`config.mk`:
```
export PLATFORM = sky130hd
export DESIGN_NAME = sync_fifo_flags
export DESIGN_NICKNAME = d
export VERILOG_FILES = /design/src/rtl/fifo_pkg.sv /design/src/rtl/fifo_ram.sv /design/src/rtl/sync_fifo_flags.sv
export SDC_FILE = /design/constraint.sdc
export NUM_CORES = 1
export LEC_CHECK = 0
export CAP_MARGIN = 40
export CORE_ASPECT_RATIO = 0.7
export CORE_MARGIN = 4
export CORE_UTILIZATION = 30
export DETAILED_ROUTE_END_ITERATION = 8
export PLACE_DENSITY = 0.5
export SETUP_SLACK_MARGIN = 0.4
export SYNTH_ARGS = -nofsm -noshare
export SYNTH_HDL_FRONTEND = slang
export SYNTH_SLANG_ARGS = --single-unit
```
`constraint.sdc`:
```
create_clock -name clk -period 3.5 [get_ports clk]
set_input_delay 0.7 -clock clk [delete_from_list [all_inputs] [get_ports clk]]
set_output_delay 0.7 -clock clk [all_outputs]
set_load 0.005 [all_outputs]
```
`src/rtl/fifo_pkg.sv`:
```
// Shared types and helpers for the synchronous FIFO family.
package fifo_pkg;

  typedef enum logic {
    FIFO_STD  = 1'b0,
    FIFO_FWFT = 1'b1
  } fifo_mode_e;

  // Pointer width: address bits plus one wrap bit.
  function automatic int ptr_w(input int depth);
    return $clog2(depth) + 1;
  endfunction

endpackage

```
`src/rtl/fifo_ram.sv`:
```
// Simple dual-port storage: synchronous write port, asynchronous read port.
module fifo_ram #(
  parameter int WIDTH = 8,
  parameter int DEPTH = 8
) (
  input  logic                     clk,
  input  logic                     we,
  input  logic [$clog2(DEPTH)-1:0] waddr,
  input  logic [WIDTH-1:0]         wdata,
  input  logic [$clog2(DEPTH)-1:0] raddr,
  output logic [WIDTH-1:0]         rdata
);

  logic [WIDTH-1:0] mem [DEPTH];

  // Store the incoming word on an accepted write; contents survive reset.
  always_ff @(posedge clk) begin
    if (we) mem[waddr] <= wdata;
  end

  assign rdata = mem[raddr];

endmodule

```
`src/rtl/sync_fifo_flags.sv`:
```
// Single-clock FIFO with occupancy count, programmable almost flags,
// sticky overflow/underflow and selectable standard or FWFT read mode.
module sync_fifo_flags
  import fifo_pkg::*;
#(
  parameter int WIDTH     = 8,
  parameter int DEPTH     = 8,
  parameter int FWFT      = 0,
  parameter int AF_THRESH = DEPTH - 1,
  parameter int AE_THRESH = 1
) (
  input  logic                     clk,
  input  logic                     rst_n,
  input  logic                     wr_en,
  input  logic                     rd_en,
  input  logic [WIDTH-1:0]         din,
  input  logic                     clr_err,
  output logic [WIDTH-1:0]         dout,
  output logic                     full,
  output logic                     empty,
  output logic                     almost_full,
  output logic                     almost_empty,
  output logic [$clog2(DEPTH):0]   count,
  output logic                     overflow,
  output logic                     underflow
);

  localparam int         AW   = $clog2(DEPTH);
  localparam int         PW   = ptr_w(DEPTH);
  localparam fifo_mode_e MODE = (FWFT != 0) ? FIFO_FWFT : FIFO_STD;

  localparam logic [PW-1:0] PTR_ONE = PW'(1);
  localparam logic [PW-1:0] DEPTH_C = PW'(DEPTH);
  localparam logic [PW-1:0] AF_C    = PW'(AF_THRESH);
  localparam logic [PW-1:0] AE_C    = PW'(AE_THRESH);

  if ((DEPTH < 2) || ((DEPTH & (DEPTH - 1)) != 0)) begin : g_bad_depth
    $error("sync_fifo_flags: DEPTH must be a power of two >= 2");
  end
  if ((AF_THRESH < 1) || (AF_THRESH > DEPTH)) begin : g_bad_af
    $error("sync_fifo_flags: AF_THRESH must be within 1..DEPTH");
  end
  if ((AE_THRESH < 0) || (AE_THRESH > DEPTH - 1)) begin : g_bad_ae
    $error("sync_fifo_flags: AE_THRESH must be within 0..DEPTH-1");
  end
  if ((FWFT != 0) && (FWFT != 1)) begin : g_bad_mode
    $error("sync_fifo_flags: FWFT must be 0 or 1");
  end

  logic [PW-1:0]    wr_ptr_q, wr_ptr_d;
  logic [PW-1:0]    rd_ptr_q, rd_ptr_d;
  logic             overflow_q, overflow_d;
  logic             underflow_q, underflow_d;
  logic             wr_acc, rd_acc;
  logic [WIDTH-1:0] rd_data;

  // Flags come from registered pointers only, never from this cycle's requests.
  assign count        = wr_ptr_q - rd_ptr_q;
  assign empty        = (count == '0);
  assign full         = (count == DEPTH_C);
  assign almost_full  = (count >= AF_C);
  assign almost_empty = (count <= AE_C);

  // A write on full rides along with a read, which is always legal when full.
  assign rd_acc = rd_en && !empty;
  assign wr_acc = wr_en && (!full || rd_en);

  assign overflow  = overflow_q;
  assign underflow = underflow_q;

  // Next-state for pointers and sticky error flags; a new error beats clr_err.
  always_comb begin
    wr_ptr_d    = wr_ptr_q;
    rd_ptr_d    = rd_ptr_q;
    if (wr_acc) wr_ptr_d = wr_ptr_q + PTR_ONE;
    if (rd_acc) rd_ptr_d = rd_ptr_q + PTR_ONE;
    overflow_d  = (overflow_q  && !clr_err) || (wr_en && !wr_acc);
    underflow_d = (underflow_q && !clr_err) || (rd_en && !rd_acc);
  end

  // Control state with asynchronous reset.
  always_ff @(posedge clk or negedge rst_n) begin
    if (!rst_n) begin
      wr_ptr_q    <= '0;
      rd_ptr_q    <= '0;
      overflow_q  <= 1'b0;
      underflow_q <= 1'b0;
    end else begin
      wr_ptr_q    <= wr_ptr_d;
      rd_ptr_q    <= rd_ptr_d;
      overflow_q  <= overflow_d;
      underflow_q <= underflow_d;
    end
  end

  fifo_ram #(
    .WIDTH (WIDTH),
    .DEPTH (DEPTH)
  ) u_ram (
    .clk   (clk),
    .we    (wr_acc),
    .waddr (wr_ptr_q[AW-1:0]),
    .wdata (din),
    .raddr (rd_ptr_q[AW-1:0]),
    .rdata (rd_data)
  );

  if (MODE == FIFO_STD) begin : g_std
    logic [WIDTH-1:0] dout_q, dout_d;

    // Capture the head word on an accepted pop, otherwise hold.
    always_comb begin
      dout_d = dout_q;
      if (rd_acc) dout_d = rd_data;
    end

    // Registered read data, cleared on reset.
    always_ff @(posedge clk or negedge rst_n) begin
      if (!rst_n) dout_q <= '0;
      else        dout_q <= dout_d;
    end

    assign dout = dout_q;
  end else begin : g_fwft
    assign dout = rd_data;
  end

endmodule

```
=== After elaboration in Yosys (flattened, before gate mapping) ===
Memories as Yosys holds them, arrays and structs flattened. A register that Yosys moved wholly into a read port is not among the register bits.
Cells that the tools add are included.

* $add $sub $neg: 3
* Eq/ne operators: 1
* Magnitude comparators: 2
* Reduce and logical (&&, ||, !) cells: 16
* Muxes and demuxes: 2

{| class="wikitable"
|+ Operator list
! kind !! count
|-
| 4-bit by 1-bit adder with 4-bit output (second input constant) || 2
|-
| 1-bit logical AND || 6
|-
| 1-bit zero test || 6
|-
| 4-bit equality test (second input constant) || 1
|-
| 4-bit by 3-bit >= comparator with 1-bit output (second input constant) || 1
|-
| 4-bit by 1-bit less-or-equal comparator with 1-bit output (second input constant) || 1
|-
| 4-bit zero test || 1
|-
| 4-bit subtractor || 1
|-
| 1-bit logical OR || 3
|-
| 1-bit two-way mux || 2
|}

* RAM bits: 64
* Input port bits: 13
* Register bits: 10
* Memories kept: 1
* Output and inout port bits: 18

{| class="wikitable"
|+ Memories
! name !! words !! width !! rd ports !! clocked after Yosys merged registers in !! write ports !! RTL line !! text
|-
| u_ram.mem || 8 || 8 || 1 || 1 || 1 || fifo_ram.sv:14 || <nowiki>logic [WIDTH-1:0] mem [DEPTH];</nowiki>
|}

=== Logic depth before layout (Yosys ltp) ===
Gate-level depths: netlist of run 1.

* Depth after elaboration: 8
* Depth in mapped cells: 10
* Mapped depth without buffers: 9

=== By module ===
From an unflattened synthesis of run 1, not the netlist that was laid out.

* Cell total of the unflattened synthesis: 196
* Area, all modules: 3532.1 µm²

{| class="wikitable"
|+ By module, submodules not included
! module !! area each (µm²) !! cells each !! sequential area each (µm²) !! instances
|-
| fifo_ram || 2531.2 || 106 || 1921.8 || 1
|-
| sync_fifo_flags || 1001.0 || 90 || 450.4 || 1
|}

=== Worst setup path after synthesis of run 1 ===
Ideal clock, no wire load.

* Path type: flip-flop to flip-flop
* From: reg rd_ptr_q[1]
* To: mem u_ram.mem[2][0] (enable)
* Cell stages (with the launch flop): 10
* Arrival time: 2.702 ns
* Clock period less this slack: 3.085 ns
* Setup slack: 0.415 ns
* Data required time: 3.117 ns
* Path buffers: 2
* Cells stage by stage: dfrtp_1 > buf_2 > buf_1 > inv_1 > fa_1 > inv_1 > nand3_2 > o41a_1 > nand2_1 > nor3_1

* Word-level cells in the longest chain between the ends: 7

{| class="wikitable"
|+ RTL lines
! element !! RTL line !! text
|-
| start: declaration || sync_fifo_flags.sv:51 || <nowiki>logic [PW-1:0] rd_ptr_q, rd_ptr_d;</nowiki>
|-
| start signal: assignment || sync_fifo_flags.sv:90 || <nowiki>rd_ptr_q <= rd_ptr_d;</nowiki>
|-
| 4-bit subtractor || sync_fifo_flags.sv:58 || <nowiki>assign count = wr_ptr_q - rd_ptr_q;</nowiki>
|-
| net count[1] || sync_fifo_flags.sv:23 || <nowiki>output logic [$clog2(DEPTH):0] count,</nowiki>
|-
| 4-bit equality test || sync_fifo_flags.sv:60 || <nowiki>assign full = (count == DEPTH_C);</nowiki>
|-
| 1-bit zero test || sync_fifo_flags.sv:66 || <nowiki>assign wr_acc = wr_en && (!full || rd_en);</nowiki>
|-
| 1-bit logical OR || sync_fifo_flags.sv:66 ||
|-
| 1-bit logical AND || sync_fifo_flags.sv:66 ||
|-
| 1-bit two-way mux || fifo_ram.sv:18 || <nowiki>if (we) mem[waddr] <= wdata;</nowiki>
|-
| 1-bit two-way mux (not written as such) || fifo_ram.sv:18 ||
|-
| end: declaration || fifo_ram.sv:14 ||
|}

The timed path passes the listed nets, and every way through them passes these cells.

=== Worst setup path in the final report of run 1 ===
* From: reg wr_ptr_q[0]
* To: out count[2]

* Word-level cells in the longest chain between the ends: 1

{| class="wikitable"
|+ RTL lines
! element !! RTL line !! text
|-
| start: declaration || sync_fifo_flags.sv:50 || <nowiki>logic [PW-1:0] wr_ptr_q, wr_ptr_d;</nowiki>
|-
| start signal: assignment || sync_fifo_flags.sv:89 || <nowiki>wr_ptr_q <= wr_ptr_d;</nowiki>
|-
| 4-bit subtractor || sync_fifo_flags.sv:58 ||
|-
| end: declaration || sync_fifo_flags.sv:23 ||
|}

Every way passes these cells.

==> summary.md, run 1 <==
| Metric | Value |
|---|---|
| PortBufs | 30 |
| Hold_sp | dout[6] |
| Nets | about 270 |
| Skew final | roughly 7.6 ps |
| Crit path DAT | between 2000 and 2500 ps |
| Most frequent cells in the layout | edfxtp_1 (64), clkdlybuf4s50_1 (26), buf_4 (18) |
| Fin. max-slew vios | 0 |
| Internal power | roughly 3.0 mW |
| Min-delay worst type | reg -> reg |
| Flops & latches, synth | 82 |
| First-pass GRT wire length | ~11000 microns |
| Top Ports | 31 |
| # hold bufs at CTS | 0 |
| Area after DPL | slightly below 4000 sq um |
| Die area | about 13000 sq um |
| Placer Congestion | roughly 0.75 |
| Adder-Cell Fraction of Synth Area | 0.02464 |
| TritonCTS Buffers | 9 |
| Fmax | 334.5 MHz |
| Largest area contributor in the netlist | edfxtp_1 |
| Vias per inst | between 4 and 5 |
| Post-synthesis xor/xnor area fraction | 0.02352 |
| Area contributors post-synth | edfxtp_1 (57%), dfrtp_1 (13%), mux4_2 (11%) |
| P_sw | about 1.4 mW |
| Setup tns final | 0 ps |
| DRC viols | 0 |
| WL final | between 7000 and 8000 microns |
| Sink Count | between 80 and 90 |
| CP Max Fanout | 3 |
| Diodes inserted | 0 |
| Htree depth | 3 |
| Unique masters post-synth | 32 |
| Post-synthesis mux area share | 0.1392 |
| Die H | between 90 and 100 microns |
| Pleak | 1.605 nW |
| Final number of setup-violating endpoints | 0 |
| Die width | roughly 130 microns |
| WS Path Type | reg -> out |
| Final Worst Setup Slack | between 500 and 600 ps |
| Gr usage total | 0.1196 |
| Max incr delay on CP | about 510 ps |
| Root Buffer | clkbuf_16 |
| Largest net degree at the start of global routing | 21 |
| Clock transition at path regs | approximately 60 ps |
| Cell row count | 31 |
| Area share of the leading cell type in the synthesized netlist | 0.5733 |
| Sequential share of power | 0.322 |
| Finished Cell Area | approximately 4400 sq um |
| Vias in the first global route | roughly 1900 |
| Commonest non-fill, non-tap cell in the layout | edfxtp_1 |
| # Max-Cap Violations | 0 |
| Crit path from | wr_ptr_q[0] |
| Logic pwr share | 0.430 |
| Buffer depth of the longest clock path | 2 |
| Power density cells | 990.8 nW/um^2 |
| Worst vdd ir | approximately 0.38 mV |
| Post-Syn Area | between 3000 and 4000 sq um |
| Worst skew pair latency | roughly 340 ps |
| Synth warn | 0 |
| Switching Share | 0.3155 |
| Cells after synthesis | slightly below 200 |
| Final hold vios | 0 |
| Initial antenna violation count | 0 |
| CORE AREA | approximately 11000 sq um |
| RSZ-0062 raised after global routing | true |
| Synth Area in Simple Gates | 0.04666 |
| Final worst-path cycle share | 0.8542 |
| CP dominant cell by count | inv_1 |
| Seq/Total Area, Yosys | 0.7077 |
| Reg2reg start | wr_ptr_q[0] |
| Dpl ws | 376.7 ps |
| Initial core utilization | 0.3154 |
| Worst-Margin Slew | 559.7 ps |
| Syn-to-layout area delta | 30.09% |
| Crit start category | register |
| 1st-pass router iterations | 4 |
| Syn_nets | 212 |
| Compound-Gate Fraction of Synth Area | 0.03434 |
| Crit-path cells | inv_2 -> ha_2 -> inv_1 -> fa_2 -> xnor2_2 -> buf_4 -> inv_1 -> clkdlybuf4s50_1 |
| Wire length per cell | roughly 18 microns |
| Worst rel slew slack | 0.6265 |
| Status | complete, no violations |
| CTS tree | done |
| Grt ovf | 0 |
| Layout cells sized above 1 | 0.2749 |
| Crit. End Element | primary output |
| Syn avg cell area | between 15 and 20 sq um |
| Routed Antenna Nets | 0 |
| Slowest CP cell | clkdlybuf4s50_1 |
| Tot Pwr | about 4.3 mW |
| Share of total power in the clock network | 0.248 |
| Vias | 1837 |
| Largest family of logic cells by synthesized area | multiplexers |
| WP data required | 2800 ps |
| Final min period | ~3000 ps |
| Detailed Place HPWL | between 4000 and 5000 microns |
| First DRT Iteration DRCs | 78 |
[metal layers]
metal	track usage	share of wire	vias to the layer above
met3	0.04865	0.056	8
li1	-	-	850
met2	0.1643	0.43	40
met1	0.1729	0.51	939
met4	0.03559	0.0094	0
met5	0	0	-
[kinds of logic after synthesis]
| logic type | after synthesis |
|---|---|
| compound gates | 18 |
| xor+xnor | 9 |
| fa+ha+maj | 6 |
| buf+inv | 19 |
| flops | 82 |
| mux | 26 |
| simple gates | 33 |
[synth_stat cells (all sizes together)]
cell	count
fa	1
o41a	1
ha	5
a32o	1
nand4	1
nand2	12
nand3	2
nor3	7
a21o	1
dfrtp	18
nand2b	1
buf	7
xor2	2
inv	12
xnor2	7
o21ai	8
nand3b	1
a21oi	3
mux2i	8
o31ai	3
edfxtp	64
nor4	1
mux2	2
nor2	7
a22o	1
mux4	16
and3b	1
[power groups by stage]
| stage | logic (mW) | registers, mW | clock network, mW |
|---|---|---|---|
| global placement | 1.65 | 1.43 | 0 |
| detailed placement | 1.66 | 1.43 | 0 |
| finish | 1.86 | 1.39 | 1.07 |
| floorplan | 0.973 | 1.40 | 0 |
| global route | 2.06 | 1.41 | 1.15 |
| CTS | 1.77 | 1.41 | 1.10 |
[path summary, 6_finish.rpt]
check                                       end  slack [ps]  cells after the start
max in group asynchronous           wr_ptr_q[2]        2500                      2
worst min register to register          dout[6]         480                      2
worst max-delay path                   count[2]         510                      8
worst max register to register  u_ram.mem[6][1]         550                     11
min in group asynchronous              overflow         580                      1
worst min-delay path                    dout[6]         480                      2
[worst max-delay path: cells and delay by family (launching register included)]
kind / cells / cell delay, ps
buffers and inverters: 5 / 850
adder cells (fa/ha/maj): 2 / 530
flip-flops: 1 / 410
XOR/XNOR: 1 / 160
[cell type report]
| class | count | area (sq um) |
|---|---|---|
| clock inverter | 6 | 113.9 |
| multi-input combinational | 92 | 958.4 |
| fill | 974 | 6267 |
| clock buffer | 10 | 229.0 |
| timing repair buffer | 49 | 452.9 |
| inverter | 12 | 45.04 |
| tap | 148 | 185.2 |
| sequential | 82 | 2376 |
[repair_timing]
item                                    4_1_cts  5_1_grt
gates resized for setup                      16        4
endpoints found under the setup margin       22        3
buffers inserted                              2        6
endpoints found under the hold margin         0        0
pin swaps                                     3        5
[per-stage QoR]
step | cells | hold WS (ps) | util
global placement | 374 | 462.3 | 0.3659
floorplan | 193 | 404.4 | -
CTS | 393 | 485.8 | 0.4051
global route | 399 | 502.5 | 0.4103
finish | 399 | 479.0 | 0.4103
detailed placement | 375 | 471.8 | 0.3673
[registers in the layout (all words and copies together) (netlist names)]
signal     cells
u_ram.mem     64
dout           8
rd_ptr_q       4
wr_ptr_q       4
overflow       1
underflow      1
Note: power is estimated with default switching activity, not from simulation.
==> run 2, diff against run 1 <==
--- a/config.mk
+++ b/config.mk
@@ -11,7 +11,9 @@
 export CORE_UTILIZATION = 30
 export DETAILED_ROUTE_END_ITERATION = 8
 export PLACE_DENSITY = 0.5
+export RECOVER_POWER = 25
 export SETUP_SLACK_MARGIN = 0.4
+export SKIP_LAST_GASP = 1
 export SYNTH_ARGS = -nofsm -noshare
 export SYNTH_HDL_FRONTEND = slang
 export SYNTH_SLANG_ARGS = --single-unit
==> run 2 against run 1 <==
Wire length down 0.11%. Final area down 0.26%. Hold slack about the same. Total power about the same. Count of clock-buffer cells in the layout unchanged. Cell count unchanged. Worst setup slack better by 3.0 ps. Register-to-register slack about the same. Sequential power about the same. Combinational power about the same. Via count down 0.38%. Clock power about the same. Largest power group unchanged.
==> summary.md, run 2 (same netlist as run 1, synthesis figures left out) <==
| Metric | Value |
|---|---|
| First DRT Iteration DRCs | 90 |
| TritonCTS Buffers | 9 |
| Max incr delay on CP | 510 ps |
| Syn-to-layout area delta | 29.75% |
| Worst skew pair latency | roughly 330 ps |
| Final hold vios | 0 |
| Root Buffer | clkbuf_16 |
| Crit. End Element | primary output |
| Met3 usage | 0.04865 |
| WP data required | 2800 ps |
| Status | complete, no violations |
| Htree depth | 3 |
| Worst-Margin Slew | 1017 ps |
| WS Path Type | reg -> out |
| Area after DPL | 3904 sq um |
| Hold WS | 479.0 ps |
| Fin. max-slew vios | 0 |
| Setup tns final | 0 ps |
| RSZ-0062 raised after global routing | true |
| Worst vdd ir | around 0.38 mV |
| Placer Congestion | approximately 0.75 |
| Crit-path cells | inv_2 -> ha_2 -> inv_1 -> fa_2 -> xnor2_2 -> buf_4 -> inv_1 -> clkdlybuf4s50_1 |
| Clock transition at path regs | about 60 ps |
| Die area | 12960 sq um |
| Max reg flops | 64 |
| Initial antenna violation count | 0 |
| Vias | approximately 1800 |
| Placed cells | ~380 |
| Slowest CP cell | clkdlybuf4s50_1 |
| CP Max Fanout | 3 |
| 1st-pass router iterations | 4 |
| Final number of setup-violating endpoints | 0 |
| Skew final | 7.534 ps |
| CORE AREA | approximately 11000 sq um |
| # Max-Cap Violations | 0 |
| Crit start category | register |
| Initial core utilization | 0.3154 |
| CP dominant cell by count | inv_1 |
| Die H | roughly 96 microns |
| Crit path DAT | ~2300 ps |
| FILL cells | between 900 and 1000 |
| Finished Layout Cells | 399 |
| Routed Antenna Nets | 0 |
| Layout cells sized above 1 | 0.2709 |
| Commonest non-fill, non-tap cell in the layout | edfxtp_1 |
| PortBufs | 30 |
| CTS tree | done |
| Met1 GRT Util | 0.1729 |
| Wire length per cell | 17.57 microns |
| Buffer depth of the longest clock path | 2 |
| Vias per inst | around 4.6 |
| Vias in the first global route | between 1500 and 2000 |
| Gr usage total | 0.1196 |
| Final worst-path cycle share | 0.8534 |
| Cell row count | 31 |
| Pleak | ~1.6 nW |
| Sink Count | 82 |
| Finished Cell Area | ~4300 sq um |
| Diodes inserted | 0 |
| Largest net degree at the start of global routing | 21 |
| Nets | about 270 |
| First-pass GRT wire length | 11080 microns |
| Die width | 134.3 microns |
| Grt ovf | 0 |
| Worst rel slew slack | 0.3220 |
| Top Ports | 31 |
| Global routing usage on met2 | 0.1643 |
| Detailed Place HPWL | 4444 microns |
| WL final | 7010 microns |
| Min-delay worst type | reg -> reg |
| Largest Register | u_ram.mem |
| Tot Pwr | approximately 4.3 mW |
| Power density cells | ~990 nW/um^2 |
| Final min period | roughly 3000 ps |
| Busiest grt layer | met1 |
| # hold bufs at CTS | 0 |
| Fmax | ~330 MHz |
| DRC viols | 0 |
| Most frequent cells in the layout | edfxtp_1 (64), clkdlybuf4s50_1 (20), buf_4 (18) |
## run 2: cell types whose count changed in the layout (fill, tap and decap cells not counted)
cell / delta
clkbuf_1: +1
dlygate4sd3_1: +6
buf_8: -1
clkdlybuf4s50_1: -6
## run 2: stage by stage
| stage | setup slack, ps | util |
|---|---|---|
| global placement | 491.0 | 0.3659 |
| detailed placement | 376.7 | 0.3673 |
| floorplan | 414.7 | - |
| finish | 513.3 | 0.4092 |
| global route | 377.3 | 0.4092 |
| CTS | 323.3 | 0.4051 |
## run 2: cell type report
| cell class | instances | area (sq um) | share of cell area |
|---|---|---|---|
| well taps | 148 | 185.2 | 0.04258 |
| multi-input cells | 92 | 958.4 | 0.2204 |
| inverters | 12 | 45.04 | 0.01036 |
| clock buffers | 10 | 229.0 | 0.05265 |
| repair buffers | 49 | 441.7 | 0.1016 |
| clock inverters | 6 | 113.9 | 0.02618 |
| flip-flops and latches | 82 | 2376 | 0.5463 |
## run 2: report_power, final
group	switching [mW]	internal, mW	total (mW)
Sequential	0.103	1.29	1.39
Clock	0.368	0.701	1.07
Combinational	0.893	0.965	1.86
Total	1.36	2.95	4.32
## run 2: final timing paths
kind | start | to | slack (ps) | cells past startpoint
setup / recovery | wr_ptr_q[0] | count[2] | 510 | 8
hold / removal | dout[6] | dout[6] | 480 | 2
setup reg to reg | wr_ptr_q[0] | u_ram.mem[6][1] | 560 | 11
hold reg to reg | dout[6] | dout[6] | 480 | 2
max in group asynchronous | rst_n | wr_ptr_q[2] | 1620 | 2
min in group asynchronous | rst_n | overflow | 630 | 1
## run 2: what timing repair did
action                     4_1_cts  5_1_grt
pin swaps                        3        5
hold endpoints to repair         0        0
buffers inserted                 2        6
setup endpoints to repair       22        3
resized for setup               16        4
## run 2: critical path, delay by kind of cell (launching register included)
kind                       cells  cell delay [ps]
buffers and inverters          5              850
adders and majority gates      2              530
DFF                            1              410
xor gates and xnor gates       1              160
## run 2: per-layer routing
layer / share of wire / up-vias / wire (microns)
met4: 0.0094 / 0 / 66
met3: 0.070 / 8 / 488
met1: 0.49 / 926 / 3455
li1: - / 850 / -
met2: 0.43 / 46 / 2999
met5: 0 / - / 0
==> run 3, diff against run 2 <==
--- a/config.mk
+++ b/config.mk
@@ -14,6 +14,7 @@
 export RECOVER_POWER = 25
 export SETUP_SLACK_MARGIN = 0.4
 export SKIP_LAST_GASP = 1
+export SLEW_MARGIN = 10
 export SYNTH_ARGS = -nofsm -noshare
 export SYNTH_HDL_FRONTEND = slang
 export SYNTH_SLANG_ARGS = --single-unit
==> run 3 against run 2 <==
Utilization fell by 0.28 points. Final area fell by 0.69%. Total power fell by 1.7%. Sequential cell count did not move. Critical path depth rose by 2. Cell count rose by 1.8%. Non-clock buffer count rose by 7. Critical endpoint is now empty. Maximum frequency fell by 3.2%.
==> summary.md, run 3 (same netlist as run 1, synthesis figures left out) <==
| Metric | Value |
|---|---|
| PortBufs | 30 |
| Gr usage total | 0.1168 |
| Die H | around 96 microns |
| Vias in the first global route | 1864 |
| CTS tree | done |
| WS Path Type | reg -> out |
| Worst rel slew slack | 0.3597 |
| First DRT Iteration DRCs | 128 |
| Area after DPL | ~4000 sq um |
| Initial core utilization | 0.3154 |
| Most frequent cells in the layout | edfxtp_1 (64), buf_4 (25), clkdlybuf4s50_1 (21) |
| Pleak | between 1.5 and 2 nW |
| WL final | 7107 microns |
| # Max-Cap Violations | 0 |
| Die width | 134.3 microns |
| Htree depth | 3 |
| Largest net degree at the start of global routing | 21 |
| Final min period | 3086 ps |
| Crit. End Element | primary output |
| Root Buffer | clkbuf_16 |
| Sink Count | 82 |
| First-pass GRT wire length | roughly 11000 microns |
| TritonCTS Buffers | 9 |
| CORE AREA | 10630 sq um |
| Grt ovf | 0 |
| Vias per inst | 4.606 |
| Power density cells | between 900 and 1000 nW/um^2 |
| Crit path DAT | 2390 ps |
| Syn-to-layout area delta | 28.85% |
| Finished Cell Area | roughly 4300 sq um |
| Top Ports | 31 |
| Setup tns final | 0 ps |
| Max reg flops | 64 |
| Cell row count | 31 |
| RSZ-0062 raised after global routing | true |
| Fmax | ~320 MHz |
| Commonest non-fill, non-tap cell in the layout | edfxtp_1 |
| Final worst-path cycle share | 0.8817 |
| Final number of setup-violating endpoints | 0 |
| Vias | approximately 1900 |
| Worst vdd ir | between 0.3 and 0.4 mV |
| WP data required | 2800 ps |
| Skew final | between 4 and 5 ps |
| Initial antenna violation count | 0 |
| Worst-Margin Slew | between 900 and 1000 ps |
| Diodes inserted | 0 |
| Wire length per cell | about 18 microns |
| Worst skew pair latency | approximately 330 ps |
| Hold WS | ~480 ps |
| Routed Antenna Nets | 0 |
| Buffer depth of the longest clock path | 2 |
| Fin. max-slew vios | 0 |
| DRC viols | 0 |
| Reg2reg setup slack | ~660 ps |
| Placer Congestion | ~0.75 |
| Detailed Place HPWL | between 4000 and 5000 microns |
| Layout cells sized above 1 | 0.2829 |
| Die area | roughly 13000 sq um |
| Nets | between 200 and 300 |
| Clock transition at path regs | around 60 ps |
| Final Util | 0.4064 |
| Min-delay worst type | reg -> reg |
| Crit start category | register |
| Largest Register | u_ram.mem |
| 1st-pass router iterations | 4 |
| CP Max Fanout | 4 |
| Final hold vios | 0 |
| Status | complete, no violations |
-- run 3: layer usage --
| metal | up-vias | wire length [microns] | share of wire | track usage |
|---|---|---|---|---|
| li1 | 862 | - | - | - |
| met1 | 960 | 3572 | 0.50 | 0.1694 |
| met2 | 45 | 3125 | 0.44 | 0.1668 |
| met3 | 3 | 378 | 0.053 | 0.04141 |
| met4 | 0 | 30 | 0.0042 | 0.03051 |
| met5 | - | 0 | 0 | 0 |
-- run 3: final timing paths --
path,depth (start not counted),from,to
worst max-delay path,10,wr_ptr_q[0],empty
worst min-delay path,2,dout[6],dout[6]
worst max register to register,10,wr_ptr_q[0],u_ram.mem[6][4]
worst min register to register,2,dout[6],dout[6]
max in group asynchronous,2,rst_n,wr_ptr_q[0]
min in group asynchronous,1,rst_n,overflow
-- run 3: where the power goes --
part,total [mW],switching (mW),internal [mW],leakage (nW)
clock network,0.846,0.361,0.485,0.124
registers,1.38,0.0895,1.29,0.797
logic,2.02,0.939,1.08,0.666
total,4.24,1.39,2.86,1.59
-- run 3: metrics by stage --
step / cells / power, mW / worst slack (ps)
after global placement: 374 / 3.081 / 491.0
after floorplan: 193 / 2.369 / 414.7
after CTS: 397 / 4.094 / 402.9
after detailed placement: 375 / 3.088 / 358.1
after global routing: 406 / 4.523 / 322.9
final: 406 / 4.245 / 414.0
-- run 3: cell type report --
cell class              count  area (sq um)
clock buffers              13         240.2
clock inverters             3         25.02
fillers                   992          6309
inverters                  12         45.04
multi-input cells          92         953.4
flip-flops and latches     82          2376
well taps                 148         185.2
repair buffers             56         494.2
-- run 3: critical path, cell delays in order (launching register included) --
cell and delay, ps:
dfrtp_2 410, inv_2 80, ha_2 180, inv_1 50, fa_2 350, xnor2_2 220, nand3_2 140, buf_4 160
buf_4 120, nor2_2 110, dlygate4sd2_1 240
-- run 3: repair_timing --
action	4_1_cts	5_1_grt
cloned	0	0
endpoints found under the setup margin	22	11
resized for setup	14	6
hold buffers	0	0
pin swaps	4	5
buffers inserted	6	9
